===== src/rtl/sdram_port_arbiter.sv =====
// sdram_port_arbiter: round-robin arbiter sharing the SDRAM controller host port between two bus masters,
// with a post-transfer idle gap, configuration gating and a completion watchdog.
module sdram_port_arbiter #(
  parameter int TIMEOUT = 1024
) (
  input  logic        clk,
  input  logic        reset_n,
  input  logic        cfg_done,
  input  logic [19:1] a_m_addr,
  input  logic [15:0] a_m_data_out,
  input  logic        a_m_wr_en,
  input  logic [1:0]  a_m_bytesel,
  input  logic        a_m_access,
  output logic [15:0] a_m_data_in,
  output logic        a_m_ack,
  input  logic [19:1] b_m_addr,
  input  logic [15:0] b_m_data_out,
  input  logic        b_m_wr_en,
  input  logic [1:0]  b_m_bytesel,
  input  logic        b_m_access,
  output logic [15:0] b_m_data_in,
  output logic        b_m_ack,
  output logic        cs,
  output logic [19:1] h_addr,
  output logic [15:0] h_wdata,
  output logic        h_wr_en,
  output logic [1:0]  h_bytesel,
  input  logic [15:0] h_rdata,
  input  logic        h_compl,
  output logic        timeout_err
);
  typedef enum logic [1:0] {IDLE, BUSY_A, BUSY_B, GAP} state_t;
  state_t      state_q, state_d;
  logic        last_b_q, last_b_d;
  logic [15:0] wd_q, wd_d;
  logic        terr_q, terr_d;
  logic        sel_a, sel_b, tc, done;
  logic [15:0] rdata;
  assign sel_a = state_q == BUSY_A;
  assign sel_b = state_q == BUSY_B;
  assign tc    = wd_q == 16'(TIMEOUT - 1);
  assign done  = h_compl || tc;
  // a real completion beats a simultaneous watchdog expiry
  assign rdata = h_compl ? h_rdata : 16'hffff;
  always_comb begin
    state_d  = state_q;
    last_b_d = last_b_q;
    wd_d     = wd_q;
    terr_d   = terr_q;
    case (state_q)
      IDLE: begin
        wd_d = '0;
        if (cfg_done && (a_m_access || b_m_access))
          state_d = (a_m_access && (!b_m_access || last_b_q)) ? BUSY_A : BUSY_B;
      end
      BUSY_A, BUSY_B: begin
        wd_d = wd_q + 16'd1;
        if (done) begin
          state_d  = GAP;
          last_b_d = sel_b;
          terr_d   = terr_q || !h_compl;
        end
      end
      default: state_d = IDLE;
    endcase
  end
  always_ff @(posedge clk) begin
    if (!reset_n) begin
      state_q  <= IDLE;
      last_b_q <= 1'b1;
      wd_q     <= '0;
      terr_q   <= 1'b0;
    end else begin
      state_q  <= state_d;
      last_b_q <= last_b_d;
      wd_q     <= wd_d;
      terr_q   <= terr_d;
    end
  end
  assign cs          = sel_a || sel_b;
  assign h_addr      = sel_a ? a_m_addr : sel_b ? b_m_addr : '0;
  assign h_wdata     = sel_a ? a_m_data_out : sel_b ? b_m_data_out : '0;
  assign h_wr_en     = sel_a ? a_m_wr_en : sel_b ? b_m_wr_en : 1'b0;
  assign h_bytesel   = sel_a ? a_m_bytesel : sel_b ? b_m_bytesel : '0;
  assign a_m_ack     = sel_a && done;
  assign b_m_ack     = sel_b && done;
  assign a_m_data_in = a_m_ack ? rdata : '0;
  assign b_m_data_in = b_m_ack ? rdata : '0;
  assign timeout_err = terr_q;
endmodule


===== config.mk =====
export PLATFORM = sky130hd
export DESIGN_NAME = sdram_port_arbiter
export DESIGN_NICKNAME = d
export VERILOG_FILES = /design/src/rtl/sdram_port_arbiter.sv
export SDC_FILE = /design/constraint.sdc
export NUM_CORES = 1
export LEC_CHECK = 0
export CAP_MARGIN = 20
export CELL_PAD_IN_SITES_DETAIL_PLACEMENT = 1
export CELL_PAD_IN_SITES_GLOBAL_PLACEMENT = 1
export CORE_UTILIZATION = 40
export CTS_CLUSTER_SIZE = 20
export DETAILED_ROUTE_END_ITERATION = 8
export DONT_BUFFER_PORTS = 1
export PLACE_DENSITY = 0.89
export SETUP_SLACK_MARGIN = 0.05
export SLEW_MARGIN = 0
export SYNTH_ARGS = -nofsm -noshare
export SYNTH_HDL_FRONTEND = slang
export SYNTH_SLANG_ARGS = --single-unit
export TNS_END_PERCENT = 30

===== constraint.sdc =====
create_clock -name clk -period 2.4 [get_ports clk]
set_clock_uncertainty 0.1 [all_clocks]
set_input_delay 0.48 -clock clk [delete_from_list [all_inputs] [get_ports clk]]
set_output_delay 0.48 -clock clk [all_outputs]
set_load 0.02 [all_outputs]

==> metrics.txt <==
run status=finished, violations left; failing checks=setup timing; reg2reg path depth=5; cell taking the most area after synthesis=dfxtp_1; Mean Syn Cell Area=7.60 sq um; vias in the first global route=1,774; sequential share of the synthesized area=24.0%; WL/cell=25.1 um; Max VDD drop=0.000643 V; Worst path depth=5; top post-synthesis cells by area=dfxtp_1 24%, a22o_1 20%, nor2_1 10%, nor2b_1 6.7%, xnor2_1 4.7%; Final WS setup=-0.0278 ns; Worst Setup End Kind=output port; TritonCTS clock tree=yes; CP max-delay cell=dfxtp_1; crit path time final=2.43 ns; Worst Path Arrival=1.85 ns; global-route usage over all layers=29.8%; Worst Tran Pin Value=about 0.43 ns; final hold vios=0; Seq cells post-synth=20; Req. time, crit path=roughly 1.8 ns; die height=66.6 um; power density cells=991 nW/um^2; grt total ovfl=0; CP bufs+invs=1; number of library cell types mapped by synthesis=37; synth warn=0; largest net degree at the start of global routing=39; Final Net Count=363; ant diodes=0; Hold Path Class=in2reg; Synth Net Count=323; Final ANT Viol Nets=0; Die X-Extent=66.6 um; Max-Cap Viols=0; Vias=1,947; Worst Hold Path Cells=1; Synth Instances=220; first-pass GRT wire length=9470 um; final setup vio count=7; Post-synth ARST share=0%; P_leak=1.00 nW; Final Cycle Share=101%; crit-path cells=nor4b_4 > a41oi_4 > nand2b_4 > nor2_1 > buf_4; fin cells=308; Top delay family on crit path=simple AND/OR/NAND/NOR gates; I/O Pins=172; number of synthesized flops with an enable pin=0; Post-synth top cells=46 x nor2_1, 38 x a22o_1, 20 x dfxtp_1, 18 x nor2b_1, 9 x xnor2_1; Syn-to-layout area delta=48.8%; Rows=23; RSZ-0062 raised after global routing=yes; antenna violations before repair=0; PortBufs=0; worst-skew pair later-pin latency=0.27 ns; clock-pin slew of the registers on the worst-case setup and hold paths=0.08 ns; CP Launch Type=register; drt pass-1 iters=4; layout cells sized above 1=50.0%; largest stage delay on the critical path=0.39 ns; Slew headroom=71.1%; Primary FF master, synth=dfxtp_1; Initial Util=41.8%; DRT iter0 DRCs=53; Synth top area share=around a quarter; Placed Instances=296; Clock H-tree levels=1; Pins Over Slew Limit=0; critical path class=reg2out; fmax=about 0.41 GHz; # hold bufs at CTS=0; TritonCTS buffer count=3; Die Footprint=4440 sq um; final wirelength=between 7000 and 8000 um; GPL Wtd Cong=roughly 0.85; top-count cell post-synth=nor2_1; root buffer cell=clkbuf_8; DPL Wire Length=between 4000 and 5000 um; CTS sink cnt=20; Core Box Area=4000 sq um; Max Buffers Root-to-Sink=2; DP Worst Slack=-0.119 ns; DRC Markers=0; critical-path maximum fanout=8; mapped cell area=1670 sq um; routed vias/inst=6.32
metrics by stage:
stage | total power, mW | TNS, ns | hold WS, ns | cell area [sq um] | utilization [%]
floorplan | 1.49 | 0 | 0.358 | 1670 | -
global placement | 1.80 | -0.000188 | 0.375 | 1990 | 49.7
detailed placement | 1.83 | -2.10 | 0.386 | 1990 | 49.7
CTS | 2.20 | 0 | 0.227 | 2220 | 55.6
global route | 2.57 | -0.718 | 0.228 | 2490 | 62.2
finish | 2.46 | -0.102 | 0.211 | 2490 | 62.2
power by group:
part / internal (mW) / switching [mW]
Sequential: 0.371 / 0.0420
Clock: 0.112 / 0.121
Combinational: 0.690 / 1.13
repair_timing:
action | CTS | global route
hold endpoints to repair | 0 | 0
gates resized for setup | 33 | 76
cloned | 4 | 1
setup buffers | 3 | 1
pin swaps | 1 | 7
setup endpoints to repair | 34 | 70
cells in the final DEF (no fill, tap or decap), types with 6 or more instances in the layout:
| master | netlist | layout |
|---|---|---|
| buf_6 | 1 | 17 |
| nor2_4 | 0 | 9 |
| nor2_2 | 0 | 13 |
| nand2b_4 | 0 | 6 |
| a22o_4 | 0 | 7 |
| nor2b_1 | 18 | 18 |
| buf_4 | 0 | 26 |
| xnor2_1 | 9 | 9 |
| inv_1 | 8 | 8 |
| a22o_2 | 0 | 31 |
| dfxtp_1 | 20 | 17 |
| nand2_1 | 7 | 7 |
| o21ai_0 | 8 | 8 |
| nor2_1 | 46 | 24 |
sequential cells by signal, summed over array words and instances, names as in the netlist:
signal / count
wd_q: 16
state_q: 2
last_b_q: 1
timeout_err: 1
per-layer routing:
| metal | global-route usage, % | share of wire (%) |
|---|---|---|
| met4 | 10.1 | 2.4 |
| met2 | 55.7 | 53 |
| met1 | 32.6 | 36 |
| met3 | 6.51 | 8.3 |
| met5 | 0 | 0 |
path summary, 6_finish.rpt:
check / start / end / slack (ns)
setup reg to reg: state_q[0]$_SDFFE_PN0P_ / wd_q[13]$_SDFFE_PN0P_ / 0.27
hold / removal: reset_n / last_b_q$_SDFFE_PN1P_ / 0.21
setup / recovery: wd_q[10]$_SDFFE_PN0P_ / b_m_data_in[6] / -0.03
hold reg to reg: state_q[1]$_SDFFE_PN0P_ / state_q[1]$_SDFFE_PN0P_ / 0.43
worst reg2reg max path, stage by stage, from the launching register on:
cell      delay [ns]
dfxtp_1         0.35
ha_1            0.33
nand3b_1        0.32
or3_4           0.41
or3_1           0.37
a21oi_1         0.17
final cells by class:
class | instances | area (sq um)
clock buffer | 3 | 41.3
fill | 442 | 1510
inverter | 8 | 30.0
multi-input combinational | 181 | 1500
sequential | 20 | 404
tap | 50 | 62.6
timing repair buffer | 46 | 447
kinds of logic (layout without fill, tap and decap cells):
kind of cell	Yosys count	after routing	share of synthesized area [%]
buf+inv	23	57	5.91
compound gates	57	57	26.7
simple gates	101	105	32.1
xor+xnor	11	11	5.76
flops	20	20	24.0
mux	3	3	1.80
fa+ha+maj	5	5	3.74
Power figures use the tool's default switching activity.
